**config.mk**
```make
export PLATFORM = sky130hd
export DESIGN_NAME = wb_uart_fifo
export DESIGN_NICKNAME = d
export VERILOG_FILES = /design/src/rtl/wb_uart_pkg.sv /design/src/rtl/sync_fifo.sv /design/src/rtl/uart.sv /design/src/rtl/wb_uart_fifo.sv
export SDC_FILE = /design/constraint.sdc
export NUM_CORES = 1
export LEC_CHECK = 0
export ABC_AREA = 1
export BUFFER_PORTS_ARGS = -buffer_cell sky130_fd_sc_hd__clkbuf_2
export CAP_MARGIN = 20
export CORE_MARGIN = 1.5
export CORE_UTILIZATION = 35
export DETAILED_ROUTE_END_ITERATION = 6
export MAX_ROUTING_LAYER = met4
export PLACE_DENSITY_LB_ADDON = 0.1
export SLEW_MARGIN = 20
export SYNTH_ARGS = -nofsm -noshare
export SYNTH_HDL_FRONTEND = slang
export SYNTH_SLANG_ARGS = --single-unit
```
**constraint.sdc**
```tcl
create_clock -name clk -period 2.4 [get_ports clk]
set_clock_uncertainty 0.2 [all_clocks]
set_input_delay 0.12 -clock clk [delete_from_list [all_inputs] [get_ports clk]]
set_output_delay 0.12 -clock clk [all_outputs]
set_load 0.03 [all_outputs]
```
**src/rtl/wb_uart_pkg.sv**
```systemverilog
// Shared constants for the Wishbone UART: register offsets, STAT bit positions
// and the TX hand-off state encoding.
package wb_uart_pkg;

  localparam logic [1:0] ADR_STAT = 2'b00;
  localparam logic [1:0] ADR_DATA = 2'b01;
  localparam logic [1:0] ADR_IER  = 2'b10;

  localparam int STAT_RX_AVAIL     = 0;
  localparam int STAT_RX_ERROR     = 1;
  localparam int STAT_RX_OVERRUN   = 2;
  localparam int STAT_TX_BUSY      = 3;
  localparam int STAT_TX_FULL      = 4;
  localparam int STAT_RX_FULL      = 5;
  localparam int STAT_TX_OVERFLOW  = 6;
  localparam int STAT_RX_LEVEL_LSB = 8;
  localparam int STAT_TX_LEVEL_LSB = 16;

  typedef enum logic [1:0] {
    IDLE      = 2'd0,
    WAIT_RISE = 2'd1,
    WAIT_FALL = 2'd2
  } tx_state_e;

endpackage

```
**src/rtl/sync_fifo.sv**
```systemverilog
// Single-clock FIFO with combinational head; full/empty come from the
// pre-edge level, so a push to a full FIFO is rejected even with a pop.
module sync_fifo #(
  parameter int WIDTH      = 8,
  parameter int DEPTH_LOG2 = 4
) (
  input  logic                  clk,
  input  logic                  reset,
  input  logic                  push,
  input  logic [WIDTH-1:0]      din,
  input  logic                  pop,
  output logic [WIDTH-1:0]      dout,
  output logic                  full,
  output logic                  empty,
  output logic [DEPTH_LOG2:0]   level
);
  localparam int DEPTH = 1 << DEPTH_LOG2;

  logic [WIDTH-1:0]      mem_q [DEPTH];
  logic [DEPTH_LOG2-1:0] wr_ptr_q, rd_ptr_q;
  logic [DEPTH_LOG2:0]   level_q;
  logic                  push_ok, pop_ok;

  // Level never exceeds DEPTH, so its MSB alone marks full.
  assign full    = level_q[DEPTH_LOG2];
  assign empty   = (level_q == '0);
  assign push_ok = push & ~full;
  assign pop_ok  = pop & ~empty;
  assign dout    = mem_q[rd_ptr_q];
  assign level   = level_q;

  // NOTE: storage is deliberately not reset; pointers and level alone decide
  // which entries are valid, and a resettable RAM would not map to memory.
  always_ff @(posedge clk) begin
    if (push_ok) mem_q[wr_ptr_q] <= din;
  end

  // NOTE: sequential state uses <= only, so every register sees pre-edge values.
  always_ff @(posedge clk) begin
    if (reset) begin
      wr_ptr_q <= '0;
      rd_ptr_q <= '0;
      level_q  <= '0;
    end else begin
      if (push_ok) wr_ptr_q <= wr_ptr_q + DEPTH_LOG2'(1);
      if (pop_ok)  rd_ptr_q <= rd_ptr_q + DEPTH_LOG2'(1);
      unique case ({push_ok, pop_ok})
        2'b10:   level_q <= level_q + (DEPTH_LOG2 + 1)'(1);
        2'b01:   level_q <= level_q - (DEPTH_LOG2 + 1)'(1);
        default: level_q <= level_q;
      endcase
    end
  end
endmodule

```
**src/rtl/uart.sv**
```systemverilog
// Fixed-baud 8N1 UART engine. rx_avail holds until rx_ack and falls the cycle
// after; rx_error pulses for one cycle on a bad stop bit.
module uart #(
  parameter int clk_freq = 100000000,
  parameter int baud     = 115200
) (
  input  logic       clk,
  input  logic       reset,
  input  logic       uart_rxd,
  output logic       uart_txd,
  output logic [7:0] rx_data,
  output logic       rx_avail,
  output logic       rx_error,
  input  logic       rx_ack,
  input  logic [7:0] tx_data,
  input  logic       tx_wr,
  output logic       tx_busy
);
  localparam int DIV = clk_freq / baud;
  localparam int CW  = $clog2(DIV + 1);

  logic [2:0]    rxd_sync_q;
  logic          rx_busy_q, rx_avail_q, rx_error_q;
  logic [CW-1:0] rx_cnt_q;
  logic [3:0]    rx_bit_q;
  logic [7:0]    rx_shift_q, rx_data_q;

  logic          tx_busy_q, txd_q;
  logic [CW-1:0] tx_cnt_q;
  logic [3:0]    tx_bit_q;
  logic [8:0]    tx_shift_q;

  assign rx_data  = rx_data_q;
  assign rx_avail = rx_avail_q;
  assign rx_error = rx_error_q;
  assign uart_txd = txd_q;
  assign tx_busy  = tx_busy_q;

  // Start is a falling edge, so a line still low after a bad stop bit
  // does not re-trigger reception.
  always_ff @(posedge clk) begin
    if (reset) begin
      rxd_sync_q <= 3'b111;
      rx_busy_q  <= 1'b0;
      rx_avail_q <= 1'b0;
      rx_error_q <= 1'b0;
      rx_cnt_q   <= '0;
      rx_bit_q   <= '0;
      rx_shift_q <= '0;
      rx_data_q  <= '0;
    end else begin
      rxd_sync_q <= {rxd_sync_q[1:0], uart_rxd};
      rx_error_q <= 1'b0;
      if (rx_ack) rx_avail_q <= 1'b0;
      if (!rx_busy_q) begin
        if (rxd_sync_q[2] && !rxd_sync_q[1]) begin
          rx_busy_q <= 1'b1;
          rx_cnt_q  <= CW'(DIV / 2);
          rx_bit_q  <= '0;
        end
      end else if (rx_cnt_q != '0) begin
        rx_cnt_q <= rx_cnt_q - CW'(1);
      end else begin
        rx_cnt_q <= CW'(DIV - 1);
        if (rx_bit_q == 4'd0) begin
          if (rxd_sync_q[1]) rx_busy_q <= 1'b0;
          else               rx_bit_q  <= 4'd1;
        end else if (rx_bit_q < 4'd9) begin
          rx_shift_q <= {rxd_sync_q[1], rx_shift_q[7:1]};
          rx_bit_q   <= rx_bit_q + 4'd1;
        end else begin
          rx_busy_q <= 1'b0;
          if (rxd_sync_q[1]) begin
            rx_data_q  <= rx_shift_q;
            rx_avail_q <= 1'b1;
          end else begin
            rx_error_q <= 1'b1;
          end
        end
      end
    end
  end

  always_ff @(posedge clk) begin
    if (reset) begin
      tx_busy_q  <= 1'b0;
      txd_q      <= 1'b1;
      tx_cnt_q   <= '0;
      tx_bit_q   <= '0;
      tx_shift_q <= '1;
    end else if (!tx_busy_q) begin
      if (tx_wr) begin
        tx_busy_q  <= 1'b1;
        txd_q      <= 1'b0;
        tx_shift_q <= {1'b1, tx_data};
        tx_cnt_q   <= CW'(DIV - 1);
        tx_bit_q   <= '0;
      end
    end else if (tx_cnt_q != '0) begin
      tx_cnt_q <= tx_cnt_q - CW'(1);
    end else if (tx_bit_q == 4'd9) begin
      tx_busy_q <= 1'b0;
    end else begin
      txd_q      <= tx_shift_q[0];
      tx_shift_q <= {1'b1, tx_shift_q[8:1]};
      tx_bit_q   <= tx_bit_q + 4'd1;
      tx_cnt_q   <= CW'(DIV - 1);
    end
  end
endmodule

```
**src/rtl/wb_uart_fifo.sv**
```systemverilog
// Wishbone slave around the uart engine: RX/TX FIFOs, sticky error flags,
// interrupt enables and a registered level interrupt.
module wb_uart_fifo
  import wb_uart_pkg::*;
#(
  parameter int clk_freq      = 100000000,
  parameter int baud          = 115200,
  parameter int RX_DEPTH_LOG2 = 4,
  parameter int TX_DEPTH_LOG2 = 4
) (
  input  logic        clk,
  input  logic        reset,
  input  logic        wb_stb_i,
  input  logic        wb_cyc_i,
  output logic        wb_ack_o,
  input  logic        wb_we_i,
  input  logic [31:0] wb_adr_i,
  input  logic [3:0]  wb_sel_i,
  input  logic [31:0] wb_dat_i,
  output logic [31:0] wb_dat_o,
  input  logic        uart_rxd,
  output logic        uart_txd,
  output logic        irq_o
);
  logic        req, access, ack_q;
  logic [1:0]  reg_sel;
  logic        wr_stat, wr_data, wr_ier, rd_data;
  logic [31:0] stat, rdata, dat_q;
  logic [2:0]  ier_q, ier_d;
  logic        rx_error_q, rx_error_d, rx_overrun_q, rx_overrun_d;
  logic        tx_overflow_q, tx_overflow_d, irq_q, irq_d;

  logic [7:0]  rx_data, rx_head, tx_head, tx_data_q, tx_data_d;
  logic        rx_avail, rx_error, rx_ack_q, rx_push;
  logic        tx_busy, tx_wr_q, tx_wr_d, tx_pop;
  logic        rx_full, rx_empty, tx_full, tx_empty;
  logic [RX_DEPTH_LOG2:0] rx_level;
  logic [TX_DEPTH_LOG2:0] tx_level;
  tx_state_e   state_q, state_d;

  logic unused_bits;
  assign unused_bits = ^{wb_sel_i, wb_adr_i[31:4], wb_adr_i[1:0], wb_dat_i[31:8]};

  // One side effect per access: it happens on the edge that raises ack.
  assign req      = wb_stb_i & wb_cyc_i;
  assign access   = req & ~ack_q;
  assign wb_ack_o = req & ack_q;
  assign wb_dat_o = dat_q;
  assign irq_o    = irq_q;
  assign reg_sel  = wb_adr_i[3:2];
  assign wr_stat  = access & wb_we_i & (reg_sel == ADR_STAT);
  assign wr_data  = access & wb_we_i & (reg_sel == ADR_DATA);
  assign wr_ier   = access & wb_we_i & (reg_sel == ADR_IER);
  assign rd_data  = access & ~wb_we_i & (reg_sel == ADR_DATA);
  assign rx_push  = rx_avail & ~rx_ack_q;

  uart #(.clk_freq(clk_freq), .baud(baud)) u_uart (
    .clk(clk), .reset(reset), .uart_rxd(uart_rxd), .uart_txd(uart_txd),
    .rx_data(rx_data), .rx_avail(rx_avail), .rx_error(rx_error), .rx_ack(rx_ack_q),
    .tx_data(tx_data_q), .tx_wr(tx_wr_q), .tx_busy(tx_busy)
  );

  sync_fifo #(.WIDTH(8), .DEPTH_LOG2(RX_DEPTH_LOG2)) u_rx_fifo (
    .clk(clk), .reset(reset), .push(rx_push), .din(rx_data), .pop(rd_data),
    .dout(rx_head), .full(rx_full), .empty(rx_empty), .level(rx_level)
  );

  sync_fifo #(.WIDTH(8), .DEPTH_LOG2(TX_DEPTH_LOG2)) u_tx_fifo (
    .clk(clk), .reset(reset), .push(wr_data), .din(wb_dat_i[7:0]), .pop(tx_pop),
    .dout(tx_head), .full(tx_full), .empty(tx_empty), .level(tx_level)
  );

  // NOTE: every always_comb output gets a default first, so no path infers a latch.
  always_comb begin
    state_d   = state_q;
    tx_pop    = 1'b0;
    tx_wr_d   = 1'b0;
    tx_data_d = tx_data_q;
    unique case (state_q)
      IDLE: if (!tx_empty && !tx_busy) begin
        tx_pop    = 1'b1;
        tx_data_d = tx_head;
        tx_wr_d   = 1'b1;
        state_d   = WAIT_RISE;
      end
      WAIT_RISE: if (tx_busy)  state_d = WAIT_FALL;
      WAIT_FALL: if (!tx_busy) state_d = IDLE;
      default:   state_d = IDLE;
    endcase
  end

  // A new error event in the same cycle as a W1C wins over the clear.
  always_comb begin
    stat                                       = '0;
    stat[STAT_RX_AVAIL]                        = ~rx_empty;
    stat[STAT_RX_ERROR]                        = rx_error_q;
    stat[STAT_RX_OVERRUN]                      = rx_overrun_q;
    stat[STAT_TX_BUSY]                         = ~tx_empty | tx_busy | (state_q != IDLE);
    stat[STAT_TX_FULL]                         = tx_full;
    stat[STAT_RX_FULL]                         = rx_full;
    stat[STAT_TX_OVERFLOW]                     = tx_overflow_q;
    stat[STAT_RX_LEVEL_LSB +: 8]               = 8'(rx_level);
    stat[STAT_TX_LEVEL_LSB +: 8]               = 8'(tx_level);

    rx_error_d    = (rx_error_q & ~(wr_stat & wb_dat_i[STAT_RX_ERROR])) | rx_error;
    rx_overrun_d  = (rx_overrun_q & ~(wr_stat & wb_dat_i[STAT_RX_OVERRUN])) | (rx_push & rx_full);
    tx_overflow_d = (tx_overflow_q & ~(wr_stat & wb_dat_i[STAT_TX_OVERFLOW])) | (wr_data & tx_full);
    ier_d         = wr_ier ? wb_dat_i[2:0] : ier_q;

    irq_d = (ier_q[0] & stat[STAT_RX_AVAIL]) | (ier_q[1] & ~stat[STAT_TX_BUSY]) |
            (ier_q[2] & (rx_error_q | rx_overrun_q | tx_overflow_q));

    unique case (reg_sel)
      ADR_STAT: rdata = stat;
      ADR_DATA: rdata = rx_empty ? 32'd0 : {24'd0, rx_head};
      ADR_IER:  rdata = {29'd0, ier_q};
      default:  rdata = 32'd0;
    endcase
  end

  always_ff @(posedge clk) begin
    if (reset) begin
      ack_q         <= 1'b0;
      dat_q         <= '0;
      ier_q         <= '0;
      rx_error_q    <= 1'b0;
      rx_overrun_q  <= 1'b0;
      tx_overflow_q <= 1'b0;
      irq_q         <= 1'b0;
      rx_ack_q      <= 1'b0;
      state_q       <= IDLE;
      tx_data_q     <= '0;
      tx_wr_q       <= 1'b0;
    end else begin
      ack_q         <= access;
      if (access) dat_q <= rdata;
      ier_q         <= ier_d;
      rx_error_q    <= rx_error_d;
      rx_overrun_q  <= rx_overrun_d;
      tx_overflow_q <= tx_overflow_d;
      irq_q         <= irq_d;
      rx_ack_q      <= rx_push;
      state_q       <= state_d;
      tx_data_q     <= tx_data_d;
      tx_wr_q       <= tx_wr_d;
    end
  end
endmodule
```
==> run metrics, run 1 <==
DRC violation total after the first TritonRoute iteration=688; max_cap viols=0; Cell Rows=79; Max FO, Critical Path=5; Mapped Area=0.01635 sq mm; crit end category=flip-flop; Hold Crit Class=input port to flip-flop; DRT Wirelength=40,120 um; Hold Vio Cnt, Final=0; core region area=0.04636 sq mm; Rel. slew slack=44.56%; Finished Core Util=41.69%; crit share post-route=96.46%; leakage power=7.387 nW; fin cells=2,377; global placement routability congestion=0.8076; status=completed; I/O Pins=109; wire length per cell=16.88 um; # fillers=4,492; CTS H-Tree Depth=2; Main synth FF type=edfxtp_1; fin nets=1,835; syn avg cell area=10.07 sq um; Pins Over Slew Limit=0; clock latency on the worst-skew pair=0.57 ns; Reg clk slew, reported paths=0.06 ns; post-route ant nets=0; gr ovfl total=0; path depth of the worst reg2reg path=12; TritonCTS Buffers=44; Yosys Warn Count=0; placed cells=2,275; FMAX=432.0 MHz; Mapped Cells=1,623; total number of vias=11.36k; Starting Density=35.26%; die width=219.1 um; Netlist cell types=49; setup ws final=0.08498 ns; port bufs=36; CTS root buf=clkbuf_16; first-pass GRT wire length=63,080 um; # DRC=0; CTS tree=built; vias in the first global route=10.89k; Worst-Margin Slew=0.8304 ns; Register Area=0.01025 sq mm; pre-CTS setup slack=-0.06475 ns; setup violators final=0; placed wire-length estimate=25,740 um; CP Data Required Time=2.65 ns; FF-to-FF setup slack=0.08 ns; Worst Setup Start Kind=flip-flop; RSZ-0062 raised after global routing=yes; Max Buffers Root-to-Sink=3; area grow syn2layout=18.21%; Post-synth ARST share=0%; maximum vdd drop=0.6980 mV; crit path kind=flip-flop to flip-flop; min Tclk post-route=2.315 ns; clock sinks=384; vias per cell=4.781; Multi-input gate area=0.005181 sq mm; share of cells above drive strength 1=13.90%; Seq/Total Area, Yosys=62.70%; GRT Util Overall=17.61%; pin count of the biggest net entering global routing=67; Yosys reg bits=384; pwr/cell area=925.6 mW/mm^2; number of antenna violations at the first check in global routing=1; die area=0.04801 sq mm; EDFF count, synth=256; drt first pass iters=5; Die Y-Extent=219.1 um; Ant. Diodes=0; CP arrival=2.56 ns; worst hold path depth=3
[cell type report]
| class | count | share of cell area (%) |
|---|---|---|
| sequential | 384 | 53.06 |
| multi-input combinational | 1008 | 26.81 |
| clock buffer | 70 | 7.103 |
| timing repair buffer | 136 | 5.361 |
| tap | 607 | 3.930 |
| inverter | 161 | 3.140 |
| clock inverter | 11 | 0.5957 |
[synth_stat cells (all sizes together), types with 3 or more instances]
library cell,n,area [sq um]
nand2,278,1081
edfxtp,256,7687
nor2,202,810.8
inv,158,593.1
nand3,150,755.7
dfxtp,128,2562
o21ai,128,640.6
a21oi,73,365.4
buf,50,339.1
o211ai,43,322.8
clkbuf,33,123.9
ha,24,300.3
nor3,17,112.6
o31ai,9,67.56
or2,9,56.31
nand4,8,56.30
xnor2,8,70.07
a211oi,7,52.55
o221ai,7,61.31
xor2,7,61.31
o21a,4,37.53
o22ai,4,25.02
a31oi,3,18.77
clkinv,3,11.26
[power breakdown]
group          switching (mW)  internal (mW)
registers               0.230           7.31
logic                    2.24           1.33
clock network            2.64           4.14
total                    5.11           12.8
[final timing paths]
path                        start                    to
max                         ack_q    u_rx_fifo.level[4]
min                      uart_rxd  u_uart.rxd_sync_q[0]
max reg2reg                 ack_q    u_rx_fifo.level[4]
min reg2reg  u_uart.rxd_sync_q[0]  u_uart.rxd_sync_q[1]
[per-stage QoR]
step | TNS, ns | power [mW] | area [sq um] | hold WS, ns
floorplan | 0 | 10.18 | 16410 | 0.01887
global placement | -0.08319 | 11.04 | 17550 | 0.1618
detailed placement | -0.1183 | 11.06 | 17550 | 0.1624
CTS | 0 | 17.95 | 19230 | 0.1110
global route | -0.1686 | 18.85 | 19320 | 0.1394
finish | 0 | 17.89 | 19320 | 0.1288
[layout by cell type (no fill, tap or decap), drive strengths merged]
cell | synthesis | routed
dfxtp | 128 | 128
dlygate4sd3 | 0 | 17
or2 | 9 | 9
and3 | 1 | 1
edfxtp | 256 | 256
o221ai | 7 | 7
o21a | 4 | 4
a32o | 1 | 1
o211ai | 43 | 43
a21oi | 73 | 73
nand2 | 278 | 278
clkinv | 3 | 11
fa | 2 | 2
conb | 1 | 14
inv | 158 | 159
bufinv | 0 | 2
nand3b | 1 | 1
a211oi | 7 | 7
a22oi | 1 | 1
o31ai | 9 | 9
nor4 | 2 | 2
nor3 | 17 | 17
o21ai | 128 | 128
a31oi | 3 | 3
xor2 | 7 | 7
a2111oi | 2 | 2
xnor2 | 8 | 8
nand3 | 150 | 150
clkbuf | 33 | 106
nor2 | 202 | 202
a22o | 2 | 2
o22ai | 4 | 4
nor3b | 1 | 1
ha | 24 | 24
nand4 | 8 | 8
buf | 50 | 83
[state kept, by name (all words and copies together), names as in the netlist, 2 cells and up, named ones only]
signal,flops
ier_q,3
state_q,2
tx_data_q,8
u_rx_fifo.level,5
u_rx_fifo.mem_q,128
u_rx_fifo.rd_ptr_q,4
u_rx_fifo.wr_ptr_q,4
u_tx_fifo.level,5
u_tx_fifo.mem_q,128
u_tx_fifo.rd_ptr_q,4
u_tx_fifo.wr_ptr_q,4
u_uart.rx_bit_q,4
u_uart.rx_cnt_q,10
u_uart.rx_data,8
u_uart.rx_shift_q,8
u_uart.rxd_sync_q,3
u_uart.tx_bit_q,4
u_uart.tx_cnt_q,10
u_uart.tx_shift_q,8
wb_dat_o,18
[critical path, cell delays in order (launching register included)]
cell	delay, ns
dfxtp_1	0.30
inv_1	0.08
nand3_2	0.11
buf_4	0.18
nor3_4	0.21
ha_4	0.20
inv_1	0.06
fa_1	0.41
nor2_2	0.14
a211oi_2	0.05
xor2_1	0.14
nand2_1	0.07
a21oi_1	0.05
[cells by family (layout without fill, tap and decap cells)]
| group | count (synthesis) | after routing | share of synthesized area (%) |
|---|---|---|---|
| and+or+nand+nor | 669 | 669 | 17.81 |
| DFF | 384 | 384 | 62.70 |
| AOI/OAI and AO/OA | 284 | 284 | 10.06 |
| buffers and inverters | 244 | 378 | 6.528 |
| adders and majority gates | 26 | 26 | 2.082 |
| xor gates and xnor gates | 15 | 15 | 0.8036 |
| other | 1 | 14 | 0.02294 |
[per-layer routing]
| layer | share of wire [%] | vias to the layer above | track usage [%] |
|---|---|---|---|
| met1 | 46 | 5354 | 23.07 |
| met5 | 0 | - | - |
| met3 | 4.0 | 64 | 2.523 |
| met2 | 47 | 207 | 27.83 |
| li1 | - | 5739 | - |
| met4 | 2.9 | 0 | 6.324 |
[what timing repair did]
item | in CTS | in global routing
hold buffers | 18 | 0
gates resized for setup | 2 | 14
pin swaps | 0 | 5
hold endpoints to repair | 177 | 0
setup buffers | 0 | 4
setup endpoints to repair | 3 | 16
(Power assumes the default switching activity.)
==> run 2, diff against run 1 <==
BUFFER_PORTS_ARGS = default   (was -buffer_cell sky130_fd_sc_hd__clkbuf_2)
DONT_BUFFER_PORTS = 1   (was default)
==> run 2 against run 1 <==
- flip-flop and latch count unchanged
- cell area is 1.7% lower
- non-clock buffer count is 41 lower
- critical path depth did not move
- critical endpoint unchanged
- total power is 3.1% lower
- utilization fell by 0.72 points
- cell count is 1.7% lower
==> run metrics, run 2 (synthesized netlist as in run 1, its figures left out) <==
status=completed (unchanged); placed wire-length estimate=25,420 um (was 25,740 um); Total Power=17.33 mW (was 17.89 mW); CTS tree=built (unchanged); worst path bufs/invs=1 (was 3); most frequent cells in the layout=nand2_1 (268), edfxtp_1 (256), nor2_1 (189) (was nand2_1 (269), edfxtp_1 (256), nor2_1 (188)); Hold Vio Cnt, Final=0 (unchanged); clock latency on the worst-skew pair=0.58 ns (was 0.57 ns); CP max-delay cell=dfxtp_1 (was fa_1); I/O Pins=109 (unchanged); first-pass GRT wire length=63,790 um (was 63,080 um); FMAX=435.6 MHz (was 432.0 MHz); RSZ-0062 raised after global routing=yes (unchanged); CP Data Required Time=2.70 ns (was 2.65 ns); wire length per cell=17.45 um (was 16.88 um); max_cap viols=0 (unchanged); leakage power=7.160 nW (was 7.387 nW); vias in the first global route=10.94k (was 10.89k); TritonCTS Buffers=43 (was 44); min Tclk post-route=2.296 ns (was 2.315 ns); crit end category=flip-flop (unchanged); post-route ant nets=0 (unchanged); gr ovfl total=0 (unchanged); area grow syn2layout=16.16% (was 18.21%); Pins Over Slew Limit=0 (unchanged); drt first pass iters=5 (unchanged); Hold Slack=0.01996 ns (was 0.1288 ns); GRT Util Overall=17.89% (was 17.61%); pin count of the biggest net entering global routing=54 (was 67); core region area=0.04636 sq mm (unchanged); global placement routability congestion=0.7896 (was 0.8076); Rel. slew slack=35.21% (was 44.56%); commonest non-fill, non-tap cell in the layout=nand2_1 (unchanged); die width=219.1 um (unchanged); port bufs=0 (was 36); largest delay contributor family on the critical path=simple AND/OR/NAND/NOR gates (was adder cells); CTS root buf=clkbuf_16 (unchanged); DRC violation total after the first TritonRoute iteration=754 (was 688); crit-path cells=inv_1 > nand4_1 > nand2_2 > nor3_4 > ha_4 > ha_1 > nand2_1 > nor2_1 > a211oi_2 > xor2_1 > nand2_1 > a21oi_1 (was inv_1 > nand3_2 > buf_4 > nor3_4 > ha_4 > inv_1 > fa_1 > nor2_2 > a211oi_2 > xor2_1 > nand2_1 > a21oi_1); share of cells above drive strength 1=11.52% (was 13.90%); vias per cell=4.829 (was 4.781); Cell Rows=79 (unchanged); Die Y-Extent=219.1 um (unchanged); total number of vias=11.28k (was 11.36k); CP dominant cell by count=nand2_1 (was inv_1); pwr/cell area=912.3 mW/mm^2 (was 925.6 mW/mm^2); Max FO, Critical Path=5 (unchanged); DRT Wirelength=40,760 um (was 40,120 um); fin nets=1,793 (was 1,835); crit share post-route=95.66% (was 96.46%); CP arrival=2.59 ns (was 2.56 ns); # DRC=0 (unchanged); setup violators final=0 (unchanged); CTS H-Tree Depth=2 (unchanged); Worst Setup Start Kind=flip-flop (unchanged); number of antenna violations at the first check in global routing=2 (was 1); slowest stage delay, CP=0.33 ns (was 0.41 ns); Starting Density=35.26% (unchanged); Worst-Margin Slew=0.9686 ns (was 0.8304 ns); Hold Crit Class=input port to flip-flop (unchanged); Reg clk slew, reported paths=0.06 ns (about the same); Max Buffers Root-to-Sink=3 (unchanged); crit path kind=flip-flop to flip-flop (unchanged); clock sinks=384 (unchanged); die area=0.04801 sq mm (unchanged); maximum vdd drop=0.7671 mV (was 0.6980 mV)
==> run 2: changes by cell type in the layout (fill, tap and decap cells not counted), sizes merged <==
cell / change
buf: -6
clkbuf: -51
clkinv: +9
clkinvlp: +3
diode: +2
dlymetal6s4s: +1
inv: +1
==> run 2: per-stage QoR <==
| stage | utilization (%) | worst slack [ns] | std cells | setup TNS (ns) | instance area [sq um] |
|---|---|---|---|---|---|
| 3_5_place_dp | 37.42 | -0.02247 | 2234 | -0.04386 | 17350 |
| 6_report | 40.97 | 0.1042 | 2336 | 0 | 18990 |
| 4_1_cts | 40.81 | 0.006136 | 2332 | 0 | 18920 |
| 5_1_grt | 40.97 | -0.07488 | 2336 | -0.07955 | 18990 |
| 3_3_place_gp | 37.42 | 0.004662 | 2234 | 0 | 17350 |
| 2_1_floorplan | - | 0.02225 | 1636 | 0 | 16410 |
==> run 2: final cells by class <==
type | instances | area (sq um)
clock buffers | 55 | 1152
well taps | 607 | 759.5
multi-input cells | 1008 | 5147
flip-flops and latches | 384 | 10250
clock inverters | 24 | 205.2
repair buffers | 95 | 855.8
inverters | 161 | 610.6
diodes | 2 | 5.005
fillers | 4512 | 27370
==> run 2: final timing paths <==
check,cells past startpoint,to,startpoint,slack (ns)
max,12,u_rx_fifo.level[4],u_rx_fifo.level[2],0.10
min,2,u_uart.rxd_sync_q[0],uart_rxd,0.02
max reg2reg,12,u_rx_fifo.level[4],u_rx_fifo.level[2],0.10
min reg2reg,2,rx_error_q,u_uart.rx_error,0.24
==> run 2: what timing repair did <==
item | CTS | global route
hold buffers | 19 | 0
endpoints found under the setup margin | 3 | 15
pin swaps | 0 | 5
setup buffers | 0 | 2
endpoints found under the hold margin | 256 | 0
resized for setup | 2 | 12
==> run 2: where the power goes <==
| group | internal, mW | total (mW) | leakage [nW] | switching [mW] |
|---|---|---|---|---|
| sequential | 7.31 | 7.54 | 3.09 | 0.224 |
| combinational | 1.22 | 3.44 | 3.41 | 2.22 |
| clock | 3.64 | 6.35 | 0.663 | 2.71 |
==> run 2: routing by layer <==
layer  GRT usage, %  part of all wire (%)
met4          5.137                   2.4
met3          3.119                   3.4
met5              -                     0
met1          23.35                    47
met2          28.57                    47
==> run 3, diff against run 2 <==
CORE_UTILIZATION = 45   (was 35)
PLACE_DENSITY = 0.71   (was default)
PLACE_DENSITY_LB_ADDON = default   (was 0.1)
REMOVE_ABC_BUFFERS = 1   (was default)
==> run 3 against run 2 <==
- the run now ends with design-rule violations left
- register-to-register slack lost 0.03 ns
- via count grew 2.9%
- wire length shrank 11%
==> run metrics, run 3 (synthesized netlist as in run 1, its figures left out) <==
status=finished, violations left (was completed); failing checks=design-rule violations; Worst Setup Start Kind=flip-flop (unchanged); CP dominant cell by count=nor2_2 (was nand2_1); Pins Over Slew Limit=0 (unchanged); CP max-delay cell=fa_2 (was dfxtp_1); Total Power=17.25 mW (was 17.33 mW); Hold Slack=0.02597 ns (was 0.01996 ns); max_cap viols=0 (unchanged); # DRC=2 (was 0); pwr/cell area=912.9 mW/mm^2 (was 912.3 mW/mm^2); port bufs=0 (unchanged); Hold Vio Cnt, Final=0 (unchanged); crit-path cells=or2_1 > nor2_2 > nand2_2 > inv_2 > ha_4 > inv_1 > fa_2 > nor2_2 > a211oi_2 > xor2_1 > nand2_1 > a21oi_2 (was inv_1 > nand4_1 > nand2_2 > nor3_4 > ha_4 > ha_1 > nand2_1 > nor2_1 > a211oi_2 > xor2_1 > nand2_1 > a21oi_1); Worst-Margin Slew=0.7800 ns (was 0.9686 ns); crit path kind=flip-flop to flip-flop (unchanged); CP Data Required Time=2.67 ns (was 2.70 ns); # fillers=3,058 (was 4,512); vias per cell=5.298 (was 4.829); Max FO, Critical Path=5 (unchanged); drt first pass iters=7 (was 5); number of antenna violations at the first check in global routing=2 (unchanged); largest delay contributor family on the critical path=simple AND/OR/NAND/NOR gates (unchanged); clock latency on the worst-skew pair=0.55 ns (was 0.58 ns); Rel. slew slack=47.93% (was 35.21%); CTS tree=built (unchanged); I/O Pins=109 (unchanged); GRT Util Overall=19.91% (was 17.89%); worst path bufs/invs=2 (was 1); crit share post-route=96.75% (was 95.66%); DRC violation total after the first TritonRoute iteration=1,007 (was 754); area grow syn2layout=15.57% (was 16.16%); fin nets=1,798 (was 1,793); die width=193.6 um (was 219.1 um); global placement routability congestion=0.8472 (was 0.7896); min Tclk post-route=2.322 ns (was 2.296 ns); CTS H-Tree Depth=2 (unchanged); Die Y-Extent=193.6 um (was 219.1 um); placed wire-length estimate=23,200 um (was 25,420 um); commonest non-fill, non-tap cell in the layout=nand2_1 (unchanged); wire length per cell=16.61 um (was 17.45 um); Starting Density=45.85% (was 35.26%); path depth of the worst reg2reg path=12 (unchanged); TritonCTS Buffers=40 (was 43); Cell Rows=69 (was 79); Hold Crit Class=input port to flip-flop (unchanged); post-route ant nets=0 (unchanged); vias in the first global route=11.11k (was 10.94k); slowest stage delay, CP=0.37 ns (was 0.33 ns); share of cells above drive strength 1=12.72% (was 11.52%); total number of vias=11.61k (was 11.28k); first-pass GRT wire length=58,210 um (was 63,790 um); DRT Wirelength=36,410 um (was 40,760 um); CP arrival=2.59 ns (about the same); CTS root buf=clkbuf_16 (unchanged); Register Area=0.01026 sq mm (was 0.01025 sq mm); maximum vdd drop=0.5813 mV (was 0.7671 mV); clock sinks=384 (unchanged); CP Depth=12 (unchanged); Multi-input gate area=0.005215 sq mm (was 0.005147 sq mm); crit end category=flip-flop (unchanged); Max Buffers Root-to-Sink=3 (unchanged); FMAX=430.7 MHz (was 435.6 MHz); Reg clk slew, reported paths=0.06 ns (about the same); gr ovfl total=0 (unchanged); pin count of the biggest net entering global routing=60 (was 54); worst hold path depth=2 (unchanged); leakage power=7.173 nW (was 7.160 nW); most frequent cells in the layout=nand2_1 (268), edfxtp_1 (256), nor2_1 (187) (was nand2_1 (268), edfxtp_1 (256), nor2_1 (189)); core region area=0.03566 sq mm (was 0.04636 sq mm); setup violators final=0 (unchanged); die area=0.03748 sq mm (was 0.04801 sq mm)
-- run 3: cell count changes in the layout (fill, tap and decap cells not counted), moves of 4 or more --
cell	previous run	this run
clkbuf_1	10	4
ha_1	22	18
ha_4	2	6
buf_4	70	79
-- run 3: area by class of cell --
| class | count | share of cell area [%] |
|---|---|---|
| flip-flops and latches | 384 | 54.28 |
| multi-input cells | 1008 | 27.60 |
| well taps | 461 | 3.053 |
| diodes | 2 | 0.02649 |
| repair buffers | 103 | 4.821 |
| clock inverters | 27 | 1.417 |
| inverters | 161 | 3.218 |
| clock buffers | 46 | 5.582 |
-- run 3: layer usage --
metal	global-route usage, %	share of wire [%]
met5	-	0
met1	25.59	43
met4	6.445	2.2
met3	2.807	5.8
met2	32.60	49
-- run 3: final timing paths --
| kind | slack [ns] | from | end |
|---|---|---|---|
| worst min register to register | 0.22 | u_uart.rxd_sync_q[0] | u_uart.rxd_sync_q[1] |
| worst min-delay path | 0.03 | uart_rxd | u_uart.rxd_sync_q[0] |
| worst max register to register | 0.08 | state_q[1] | u_tx_fifo.level[4] |
| worst max-delay path | 0.08 | state_q[1] | u_tx_fifo.level[4] |
-- run 3: where the power goes --
part           total, mW  internal (mW)  switching (mW)
Sequential          7.58           7.31           0.268
Clock               6.19           3.62            2.57
Combinational       3.48           1.34            2.14
Total               17.2           12.3            4.98
-- run 3: stage by stage --
stage	util, %	setup slack [ns]	area [sq um]	cells	TNS (ns)
after global placement	48.10	-0.05295	17150	2089	-0.1647
after floorplan	-	-0.5518	15930	1553	-15.87
final	52.99	0.07805	18890	2192	0
after detailed placement	48.10	-0.1805	17150	2089	-0.6018
after CTS	52.44	0.006518	18700	2180	0
after global routing	52.99	-0.07826	18890	2192	-0.07826
-- run 3: repair_timing --
item                                    4_1_cts  5_1_grt
hold buffers                                 18        0
endpoints found under the setup margin        5        7
buffers inserted                              0       10
gates resized for setup                       6       24
endpoints found under the hold margin       252        0
pin swaps                                     0       16
